$ cat src/rtl/gf_pow_sbox_engine_pkg.sv
// Shared types and default constants for the GF(2^N) power-map S-box engine.
// Imported by the multiplier and the engine top.
package gf_pow_pkg;

  typedef enum logic [1:0] {
    IDLE = 2'd0,
    RUN  = 2'd1,
    DONE = 2'd2
  } state_t;

  localparam logic [4:0] POLY4_DEFAULT       = 5'b10011;      // x^4+x+1
  localparam logic [5:0] POLY5_DEFAULT       = 6'b100101;     // x^5+x^2+1
  localparam logic [6:0] POLY6_DEFAULT       = 7'b1000011;    // x^6+x+1
  localparam logic [8:0] POLY8_DEFAULT       = 9'b100011011;  // x^8+x^4+x^3+x+1
  localparam logic [5:0] AFFINE_MASK_DEFAULT = 6'b010100;

endpackage

$ cat src/rtl/gf_pow_sbox_engine_if.sv
// Operand/result stream bundle for gf_pow_sbox_engine.
// The engine takes the slave side; the producer/consumer takes the master side.
interface gf_pow_sbox_engine_if #(
    parameter int N = 6
) ();
    logic         in_valid;
    logic         in_ready;
    logic [N-1:0] in_x;
    logic [N-1:0] in_e;
    logic         out_valid;
    logic         out_ready;
    logic [N-1:0] out_y;
    logic         busy;

    modport slave (
        input  in_valid, in_x, in_e, out_ready,
        output in_ready, out_valid, out_y, busy
    );

    modport master (
        output in_valid, in_x, in_e, out_ready,
        input  in_ready, out_valid, out_y, busy
    );
endinterface

$ cat src/rtl/gf_pow_sbox_engine_gf_mul.sv
// Combinational polynomial-basis multiplier over GF(2^N): p = a*b mod POLY.
// Shift-and-add with the reduction folded into each shift of a.
module gf_mul
    import gf_pow_pkg::*;
#(
    parameter int         N    = 6,
    parameter logic [N:0] POLY = POLY6_DEFAULT
) (
    input  logic [N-1:0] a,
    input  logic [N-1:0] b,
    output logic [N-1:0] p
);

    logic [N-1:0] shifted;

    always_comb begin
        // NOTE: every variable gets a default before the loop, so no path leaves one unassigned (no latch).
        p       = '0;
        shifted = a;
        for (int i = 0; i < N; i++) begin
            if (b[i]) p = p ^ shifted;
            shifted = shifted[N-1] ? ((shifted << 1) ^ POLY[N-1:0]) : (shifted << 1);
        end
    end

endmodule

$ cat src/rtl/gf_pow_sbox_engine.sv
// Iterative y = x^E engine over GF(2^N), MSB-first square-and-multiply, one exponent bit per cycle.
// Optional broadcast-parity output addition enabled by macro GF_POW_AFFINE_EN.
module gf_pow_sbox_engine
    import gf_pow_pkg::*;
#(
    parameter int N           = 6,
    parameter     POLY        = POLY6_DEFAULT,
    parameter     AFFINE_MASK = AFFINE_MASK_DEFAULT
) (
    input logic                   clk,
    input logic                   rst_n,
    gf_pow_sbox_engine_if.slave   bus
);

    localparam int KW = (N > 1) ? $clog2(N) : 1;

    if (N < 2 || N > 16 || $bits(POLY) != N + 1 || $bits(AFFINE_MASK) != N) begin : g_bad_params
        $error("gf_pow_sbox_engine: N must be 2..16, POLY N+1 bits, AFFINE_MASK N bits");
    end

    state_t       state;
    logic [KW-1:0] k;
    logic [N-1:0] x_q;
    logic [N-1:0] e_q;
    logic [N-1:0] acc;
    logic [N-1:0] acc_sq;
    logic [N-1:0] acc_mx;
    logic [N-1:0] acc_next;
    logic [N-1:0] out_mask;

    gf_mul #(.N(N), .POLY(POLY)) u_square (
        .a (acc),
        .b (acc),
        .p (acc_sq)
    );

    gf_mul #(.N(N), .POLY(POLY)) u_mul_x (
        .a (acc_sq),
        .b (x_q),
        .p (acc_mx)
    );

    assign acc_next = e_q[k] ? acc_mx : acc_sq;

`ifdef GF_POW_AFFINE_EN
    assign out_mask = {N{^(x_q & AFFINE_MASK)}};
`else
    assign out_mask = '0;
`endif

    always_ff @(posedge clk) begin
        if (!rst_n) begin
            // NOTE: datapath registers are reset along with the FSM so out_y/acc read 0 and no X reaches the multipliers.
            state         <= IDLE;
            k             <= '0;
            x_q           <= '0;
            e_q           <= '0;
            acc           <= '0;
            bus.in_ready  <= 1'b1;
            bus.out_valid <= 1'b0;
            bus.out_y     <= '0;
            bus.busy      <= 1'b0;
        end else begin
            // NOTE: non-blocking assignments: every register samples pre-edge values, so acc/k/state update together.
            case (state)
                IDLE: begin
                    if (bus.in_valid) begin
                        x_q          <= bus.in_x;
                        e_q          <= bus.in_e;
                        acc          <= {{(N-1){1'b0}}, 1'b1};
                        k            <= KW'(N - 1);
                        state        <= RUN;
                        bus.in_ready <= 1'b0;
                        bus.busy     <= 1'b1;
                    end
                end

                RUN: begin
                    acc <= acc_next;
                    if (k == '0) begin
                        state         <= DONE;
                        bus.out_valid <= 1'b1;
                        bus.out_y     <= acc_next ^ out_mask;
`ifndef GF_POW_AFFINE_EN
                        x_q           <= '0;
`endif
                    end else begin
                        k <= k - 1'b1;
                    end
                end

                DONE: begin
                    // Result register holds out_y steady for as long as the consumer stalls.
                    if (bus.out_ready) begin
                        state         <= IDLE;
                        bus.out_valid <= 1'b0;
                        bus.in_ready  <= 1'b1;
                        bus.busy      <= 1'b0;
                    end
                end

                default: begin
                    state         <= IDLE;
                    bus.in_ready  <= 1'b1;
                    bus.out_valid <= 1'b0;
                    bus.busy      <= 1'b0;
                end
            endcase
        end
    end

endmodule

$ cat src/flat_wrapper.sv
// flat-port wrapper written by rule: the top's interface ports become plain ports
module gf_pow_sbox_engine_flat import gf_pow_pkg::*;
#(
    parameter int N           = 6,
    parameter     POLY        = POLY6_DEFAULT,
    parameter     AFFINE_MASK = AFFINE_MASK_DEFAULT
)
  (clk, rst_n, bus_in_valid, bus_in_x, bus_in_e, bus_out_ready, bus_in_ready, bus_out_valid, bus_out_y, bus_busy);
  gf_pow_sbox_engine_if #(.N(N)) bus_i ();
  input logic clk;
  input logic rst_n;
  input wire logic [$bits(bus_i.in_valid)-1:0] bus_in_valid;
  input wire logic [$bits(bus_i.in_x)-1:0] bus_in_x;
  input wire logic [$bits(bus_i.in_e)-1:0] bus_in_e;
  input wire logic [$bits(bus_i.out_ready)-1:0] bus_out_ready;
  output wire logic [$bits(bus_i.in_ready)-1:0] bus_in_ready;
  output wire logic [$bits(bus_i.out_valid)-1:0] bus_out_valid;
  output wire logic [$bits(bus_i.out_y)-1:0] bus_out_y;
  output wire logic [$bits(bus_i.busy)-1:0] bus_busy;
  assign bus_i.in_valid = bus_in_valid;
  assign bus_i.in_x = bus_in_x;
  assign bus_i.in_e = bus_in_e;
  assign bus_i.out_ready = bus_out_ready;
  assign bus_in_ready = bus_i.in_ready;
  assign bus_out_valid = bus_i.out_valid;
  assign bus_out_y = bus_i.out_y;
  assign bus_busy = bus_i.busy;
  gf_pow_sbox_engine #(.N(N), .POLY(POLY), .AFFINE_MASK(AFFINE_MASK)) u_core (.clk(clk), .rst_n(rst_n), .bus(bus_i));
endmodule
$ cat config.mk
export PLATFORM = sky130hd
export DESIGN_NAME = gf_pow_sbox_engine_flat
export DESIGN_NICKNAME = d
export VERILOG_FILES = /design/src/rtl/gf_pow_sbox_engine_pkg.sv /design/src/rtl/gf_pow_sbox_engine_if.sv /design/src/rtl/gf_pow_sbox_engine_gf_mul.sv /design/src/rtl/gf_pow_sbox_engine.sv /design/src/flat_wrapper.sv
export SDC_FILE = /design/constraint.sdc
export NUM_CORES = 1
export LEC_CHECK = 0
export ABC_AREA = 1
export CAP_MARGIN = 20
export CORE_ASPECT_RATIO = 0.8
export CORE_MARGIN = 2
export CORE_UTILIZATION = 29
export CTS_CLUSTER_DIAMETER = 200
export DETAILED_ROUTE_END_ITERATION = 6
export PLACE_DENSITY = 0.54
export SYNTH_ARGS = -nofsm -noshare
export SYNTH_HDL_FRONTEND = slang
export SYNTH_SLANG_ARGS = --single-unit
$ cat constraint.sdc
create_clock -name clk -period 2 [get_ports clk]
set_input_delay 0.3 -clock clk [delete_from_list [all_inputs] [get_ports clk]]
set_output_delay 0.3 -clock clk [all_outputs]
set_load 0.05 [all_outputs]
==> results of run 1 <==
worst max-delay path, cell delays in order, from the launching register on:
cell     delay [ns]
dfxtp_2        0.34
ha_4           0.27
inv_4          0.08
nand2_4        0.07
nand2_1        0.09
nand3_2        0.12
nand2_2        0.10
nand2_4        0.07
nand2_4        0.10
buf_4          0.12
nand2_2        0.06
xor2_1         0.16
nand2_1        0.09
nand2_1        0.06
nand2_1        0.07
nand3_2        0.09
nand2_1        0.08
nand2_1        0.05
nand2_1        0.07
inv_1          0.04
worst max path at each step:
stage                     depth (start not counted)                               end                        from
after floorplan                                  19  u_core.bus.out_y[1]$_SDFFE_PN0P_  u_core.acc[0]$_SDFFE_PN0P_
after global placement                           18  u_core.bus.out_y[4]$_SDFFE_PN0P_  u_core.acc[5]$_SDFFE_PN0P_
after detailed placement                         18  u_core.bus.out_y[4]$_SDFFE_PN0P_  u_core.acc[5]$_SDFFE_PN0P_
after CTS                                        18  u_core.bus.out_y[1]$_SDFFE_PN0P_  u_core.acc[5]$_SDFFE_PN0P_
after global routing                             19  u_core.bus.out_y[4]$_SDFFE_PN0P_  u_core.acc[0]$_SDFFE_PN0P_
final                                            19  u_core.bus.out_y[4]$_SDFFE_PN0P_  u_core.acc[0]$_SDFFE_PN0P_
cells by family (layout without fill, tap and decap cells):
kind of cell / Yosys count / count (layout) / share of synthesized area
compound gates: 49 / 49 / 0.110
simple gates: 257 / 260 / 0.467
xor+xnor: 9 / 9 / 0.0356
flops: 32 / 32 / 0.264
buf+inv: 65 / 120 / 0.108
fa+ha+maj: 3 / 3 / 0.0155
sequential cells by signal, indices dropped and copies added, names as in the netlist:
signal	count
u_core.acc	6
u_core.bus.out_y	6
u_core.x_q	6
u_core.state	2
u_core.bus.in_ready	1
u_core.bus.busy	1
u_core.e_q	6
u_core.bus.out_valid	1
u_core.k	3
report_power, final:
| part | internal, mW | switching (mW) | leakage (nW) |
|---|---|---|---|
| combinational | 0.448 | 0.752 | 1.19 |
| sequential | 0.703 | 0.0698 | 0.264 |
| clock | 0.440 | 0.243 | 0.0645 |
Yosys cell counts (2+ instances only):
library cell  count
inv_2             8
a21oi_1          25
nand2_4           3
o21ai_0          15
clkbuf_1          7
o21ai_1           2
o211ai_1          4
dfxtp_1          32
ha_1              3
nand4_1           2
nor2_1           38
nand2_2          14
inv_1            41
nand3_2           2
nand2_1         129
xnor2_1           4
buf_4             3
nand3b_1          2
buf_2             6
xor2_1            4
nand3_1          66
area by class of cell:
cell class / count / area [um^2] / share of cell area
Clock buffer: 7 / 96.3 / 0.0275
Sequential cell: 32 / 644 / 0.184
Inverter: 49 / 186 / 0.0533
Multi-Input combinational cell: 321 / 1870 / 0.534
Tap cell: 108 / 135 / 0.0386
Clock inverter: 1 / 30.0 / 0.00859
Timing Repair Buffer: 63 / 537 / 0.153
routing by layer:
metal / share of wire / vias up / wire length [um]
met5: 0 / - / 0
met4: 0.0064 / 0 / 49
met3: 0.054 / 4 / 412
met2: 0.42 / 75 / 3220
met1: 0.52 / 1272 / 3960
li1: - / 1438 / -
per-stage QoR:
| stage | power, mW | hold WS [ns] | TNS (ns) | area (um^2) | utilization |
|---|---|---|---|---|---|
| global route | 2.83 | 0.503 | -4.07 | 3500 | 0.436 |
| floorplan | 1.41 | 0.438 | 0 | 2440 | - |
| global placement | 1.75 | 0.458 | -1.49 | 2980 | 0.372 |
| detailed placement | 1.75 | 0.462 | -2.34 | 2980 | 0.372 |
| finish | 2.66 | 0.469 | -2.29 | 3500 | 0.436 |
| CTS | 2.57 | 0.475 | -1.55 | 3340 | 0.416 |
placed cells by master (no fill, tap or decap), types with 4 or more instances in the layout:
cell,instances
a21oi_1,24
buf_4,38
clkbuf_8,7
clkdlybuf4s50_1,24
dfxtp_1,29
inv_1,39
inv_2,9
nand2_1,104
nand2_2,33
nand2_4,11
nand3_1,43
nand3_2,21
nand3_4,4
nor2_1,33
o211ai_1,4
o21ai_0,13
repair_timing:
action                     in CTS  in global routing
pin swaps                      29                 30
cloned                          3                  0
buffers inserted                1                  5
gates resized for setup        51                 31
setup endpoints to repair      12                 12
==> metrics.md, run 1 <==
| Metric | Value |
|---|---|
| Worst slack at placement | -0.308 ns |
| Critical Path Start Type | flop |
| I/O pins | 25 |
| Inst Count DP | 564 |
| Num CTS Buffers | 5 |
| Post-detail-place hpwl | 5500 um |
| RD Place Congestion | 0.909 |
| Req. time, crit path | 2.18 ns |
| Initial antenna violation count | 0 |
| Met1 Resource Use GR | 0.260 |
| CTS tree | done |
| CTS Sinks | 32 |
| Max-slew violations | 0 |
| Violated checks | negative setup slack |
| Slew headroom | 0.561 |
| Ys Warns | 0 |
| Tcrit/Tclk final | 1.11 |
| Height of the die | 85.8 um |
| Final WL | 7640 um |
| Max VDD drop | 0.000433 V |
| Vias in the first global route | 2,634 |
| Pre-antenna DRT Iters | 5 |
| Arr. time, crit path | 2.41 ns |
| Avg Inst Size Synth | 5.85 um^2 |
| Status | complete, but fails checks |
| Met3 usage in global routing | 0.0327 |
| Final setup viols | 12 |
| CTS HTree Levels | 2 |
| Worst-path clk slew | 0.07 ns |
| DRT iter0 DRCs | 163 |
| Via density | 4.80 |
| Final min period | 2.23 ns |
| Number of remaining DRC errors | 0 |
| Max Cap Violations | 0 |
| Non-filler instance count after layout | 581 |
| PortBufs | 24 |
| Fillers | 842 |
| R2R depth | 19 |
| First-pass GRT wire length | 12,800 um |
| Clk buf depth | 2 |
| Static Leak | 1.51 nW |
| Worst min-delay path category | reg -> reg |
| Maximum clock rate | 448 MHz |
| Post-synth cell types | 26 |
| Hold Vio Cnt, Final | 0 |
| Clock root buffer | clkbuf_8 |
| Cells after synthesis | 415 |
| Reg2reg start | u_core.acc[0]$_SDFFE_PN0P_ |
| Initial Utilization | 0.303 |
| Mapped Nets | 434 |
| Hold Crit Start | u_core.bus.busy$_SDFFE_PN0P_ |
| Hold path endpoint | u_core.bus.busy$_SDFFE_PN0P_ |
| Hold path cells | 2 |
| Busiest grt layer | met2 |
| Reg2reg end | u_core.bus.out_y[4]$_SDFFE_PN0P_ |
| Commonest register cell after synthesis | dfxtp_1 |
| Seq/Total Area, Yosys | 0.264 |
| Critical path class | reg -> reg |
| FFs w/ async S/R, synth | 0 |
| Row count | 29 |
| Post-synth EDFFs | 0 |
| Total GRT Usage | 0.174 |
| Unrepaired setup endpoints after global routing | yes |
| Global route overflow | 0 |
| Syn-to-layout area delta | 44.1% |
| Hold_buf cts | 0 |
| Largest net degree at the start of global routing | 22 |
| Worst slew pin tran | 0.657 ns |
| Final worst slack | -0.230 ns |
| Ant diodes | 0 |
| Core area | 8020 um^2 |
| Crit end category | flop |
| Via count | 2,789 |
| Wire per inst | 13.2 um |
| Full die area | 9120 um^2 |
| M2 GR Usage | 0.261 |
| Fin nets | 491 |
| DRT antenna net count | 0 |
| Setup Skew | 0.00436 ns |
| Post-synth top area share | 0.264 |
| Die W | 106 um |
| #FFs+latches synth | 32 |
| Cell Area, Synth | 2430 um^2 |
| Cell Pwr Density | 759 nW/um^2 |
| Clock network latency to the later pin of the worst-skew pair | 0.28 ns |
| Cell taking the most area after synthesis | dfxtp_1 |
| Crit-path max FO | 5 |
| R2r setup slk | -0.23 ns |
| Area contributors post-synth | dfxtp_1 26%, nand2_1 20%, nand3_1 14% |
| Share of cells above drive strength 1 | 0.304 |
(Power assumes the default switching activity.)
==> inputs of run 2 (changes only) <==
--- a/config.mk
+++ b/config.mk
@@ -7,12 +7,14 @@
 export LEC_CHECK = 0
 export ABC_AREA = 1
 export CAP_MARGIN = 20
+export CELL_PAD_IN_SITES_DETAIL_PLACEMENT = 0
+export CELL_PAD_IN_SITES_GLOBAL_PLACEMENT = 1
 export CORE_ASPECT_RATIO = 0.8
 export CORE_MARGIN = 2
 export CORE_UTILIZATION = 29
 export CTS_CLUSTER_DIAMETER = 200
 export DETAILED_ROUTE_END_ITERATION = 6
-export PLACE_DENSITY = 0.54
+export PLACE_DENSITY = 0.71
 export SYNTH_ARGS = -nofsm -noshare
 export SYNTH_HDL_FRONTEND = slang
 export SYNTH_SLANG_ARGS = --single-unit
==> constraint.sdc (replaced) <==
create_clock -name clk -period 2 [get_ports clk]
set_input_delay 0.3 -clock clk [delete_from_list [all_inputs] [get_ports clk]]
set_output_delay 0.3 -clock clk [all_outputs]
set_load 0.005 [all_outputs]
==> metrics.md, run 2 (synthesis gave the netlist of run 1 again) <==
| Metric | Value |
|---|---|
| Share of cells above drive strength 1 | 0.313 (+0.00874) |
| Worst slack at placement | -0.226 ns (+0.0819 ns) |
| Most frequent cells in the layout | 104 x nand2_1, 39 x inv_1, 35 x nand3_1 |
| Hold_buf cts | 0 (unchanged) |
| CTS Sinks | 32 (unchanged) |
| Row count | 29 (unchanged) |
| Via count | 2,817 (+1.0%) |
| Worst min-delay path category | reg -> reg |
| Dpl cell area | 2930 um^2 (-1.8%) |
| Final min period | 2.21 ns (-0.0230 ns) |
| Reg2reg start | u_core.acc[5]$_SDFFE_PN0P_ |
| Crit-path max FO | 6 (+1) |
| Num CTS Buffers | 5 (unchanged) |
| Minimum hold slack | 0.470 ns (+0.000613 ns) |
| Most common cell after layout, fill and taps aside | nand2_1 |
| Maximum clock rate | 453 MHz (+1.0%) |
| Max VDD drop | 0.000348 V (-20%) |
| Largest net degree at the start of global routing | 15 (-32%) |
| Slew headroom | 0.607 (+0.0456) |
| Ant diodes | 0 (unchanged) |
| Final setup viols | 12 (unchanged) |
| Max stage delay cell, worst path | dfxtp_2 |
| Status | complete, but fails checks |
| Req. time, crit path | 2.15 ns (-0.03 ns) |
| Fin nets | 481 (-2.0%) |
| Post-detail-place hpwl | 5510 um (about the same) |
| Number of remaining DRC errors | 0 (unchanged) |
| RD Place Congestion | 0.972 (+6.9%) |
| Worst path cell trace | ha_4 -> inv_6 -> nand2_4 -> nand4_1 -> nand2_2 -> nand2_4 -> nand2_8 -> buf_6 -> nand3_1 -> nand2_1 -> nand3_2 -> nand3_1 -> nand3_2 -> nand3_2 -> a21oi_1 |
| Critical Path Start Type | flop |
| Hold path cells | 2 (unchanged) |
| CTS tree | done |
| Setup Skew | 0.0123 ns (+0.00792 ns) |
| Syn-to-layout area delta | 44.4% |
| Global route overflow | 0 (unchanged) |
| Wire per inst | 13.5 um (+2.9%) |
| I/O pins | 25 (unchanged) |
| R2r setup slk | -0.21 ns (+0.02 ns) |
| Initial antenna violation count | 0 (unchanged) |
| DRT iter0 DRCs | 148 (-9.2%) |
| Finished Cell Area | 3500 um^2 (+0.14%) |
| Hold Vio Cnt, Final | 0 (unchanged) |
| Clk buf depth | 2 (unchanged) |
| Hold path endpoint | u_core.bus.busy$_SDFFE_PN0P_ |
| Initial Utilization | 0.303 (unchanged) |
| Arr. time, crit path | 2.36 ns (-0.05 ns) |
| Clock network latency to the later pin of the worst-skew pair | 0.29 ns (about the same) |
| Crit end category | flop |
| Max-slew violations | 0 (unchanged) |
| Most used cell, CP | nand3_2 |
| Die W | 106 um (unchanged) |
| Pre-antenna DRT Iters | 4 (-1) |
| Clock root buffer | clkbuf_8 |
| Crit-path max cell delay | 0.34 ns (about the same) |
| PortBufs | 24 (unchanged) |
| Critical path class | reg -> reg |
| Worst-path clk slew | 0.08 ns (about the same) |
| Reg2reg end | u_core.acc[3]$_SDFFE_PN0P_ |
| Worst slew pin tran | 0.589 ns (-0.0685 ns) |
| Total GRT Usage | 0.176 (+0.00149) |
| Via density | 4.93 (+2.8%) |
| R2R depth | 15 (-4) |
| Final worst slack | -0.207 ns (+0.0230 ns) |
| DRT antenna net count | 0 (unchanged) |
| First-pass GRT wire length | 12,800 um (-0.16%) |
| Final WL | 7730 um (+1.2%) |
| Cell Pwr Density | 735 nW/um^2 (-3.2%) |
| Full die area | 9120 um^2 (unchanged) |
| Tcrit/Tclk final | 1.10 (-0.0115) |
| Static Leak | 1.51 nW (-0.40%) |
| Hold Crit Start | u_core.bus.busy$_SDFFE_PN0P_ |
| Unrepaired setup endpoints after global routing | yes |
| Core area | 8020 um^2 (unchanged) |
| Max Cap Violations | 0 (unchanged) |
| Height of the die | 85.8 um (unchanged) |
| Violated checks | negative setup slack |
| CTS HTree Levels | 2 (unchanged) |
| Vias in the first global route | 2,617 (-0.65%) |
## run 2: how the worst max path moves through the flow
| stage | start | end | slack [ns] | depth (start not counted) |
|---|---|---|---|---|
| floorplan | u_core.acc[0]$_SDFFE_PN0P_ | u_core.bus.out_y[1]$_SDFFE_PN0P_ | 0.07 | 19 |
| global placement | u_core.acc[5]$_SDFFE_PN0P_ | u_core.bus.out_y[0]$_SDFFE_PN0P_ | -0.18 | 14 |
| detailed placement | u_core.acc[5]$_SDFFE_PN0P_ | u_core.bus.out_y[4]$_SDFFE_PN0P_ | -0.23 | 17 |
| CTS | u_core.acc[5]$_SDFFE_PN0P_ | u_core.bus.out_y[1]$_SDFFE_PN0P_ | -0.17 | 19 |
| global route | u_core.acc[5]$_SDFFE_PN0P_ | u_core.acc[3]$_SDFFE_PN0P_ | -0.36 | 15 |
| finish | u_core.acc[5]$_SDFFE_PN0P_ | u_core.acc[3]$_SDFFE_PN0P_ | -0.21 | 15 |
## run 2: final cells by class
class                      instances  area [um^2]
clock buffer                       5         68.8
clock inverter                     3         42.5
fill                             839         4520
inverter                          49          189
multi-input combinational        320         1950
sequential                        32          644
tap                              108          135
timing repair buffer              54          477
## run 2: through the flow
step | power [mW] | TNS [ns] | utilization | std cells
after floorplan | 1.34 | 0 | - | 415
after global placement | 1.68 | -1.65 | 0.366 | 557
after detailed placement | 1.68 | -2.05 | 0.366 | 557
after CTS | 2.43 | -1.68 | 0.405 | 569
after global routing | 2.75 | -3.69 | 0.437 | 571
final | 2.57 | -1.82 | 0.437 | 571
## run 2: critical path, delay by kind of cell (launching register included)
family,cells,cell delay [ns]
compound gates,1,0.05
simple gates,11,1.15
fa+ha+maj,1,0.33
buf+inv,2,0.19
flops,1,0.34
## run 2: report_power, final
| part | leakage (nW) | internal [mW] | total, mW | switching (mW) |
|---|---|---|---|---|
| registers | 0.264 | 0.702 | 0.771 | 0.0687 |
| clock network | 0.0541 | 0.369 | 0.631 | 0.262 |
| logic | 1.19 | 0.456 | 1.17 | 0.716 |
## run 2: what timing repair did
action	in CTS	in global routing
cloned	2	0
pin swaps	29	39
setup buffers	2	2
resized for setup	45	57
setup endpoints to repair	12	12
## run 2: metal layers
metal,up-vias,global-route usage,part of all wire
li1,1419,-,-
met5,-,0,0
met1,1329,0.252,0.51
met2,58,0.275,0.43
met4,0,0.0371,0.014
met3,11,0.0312,0.038
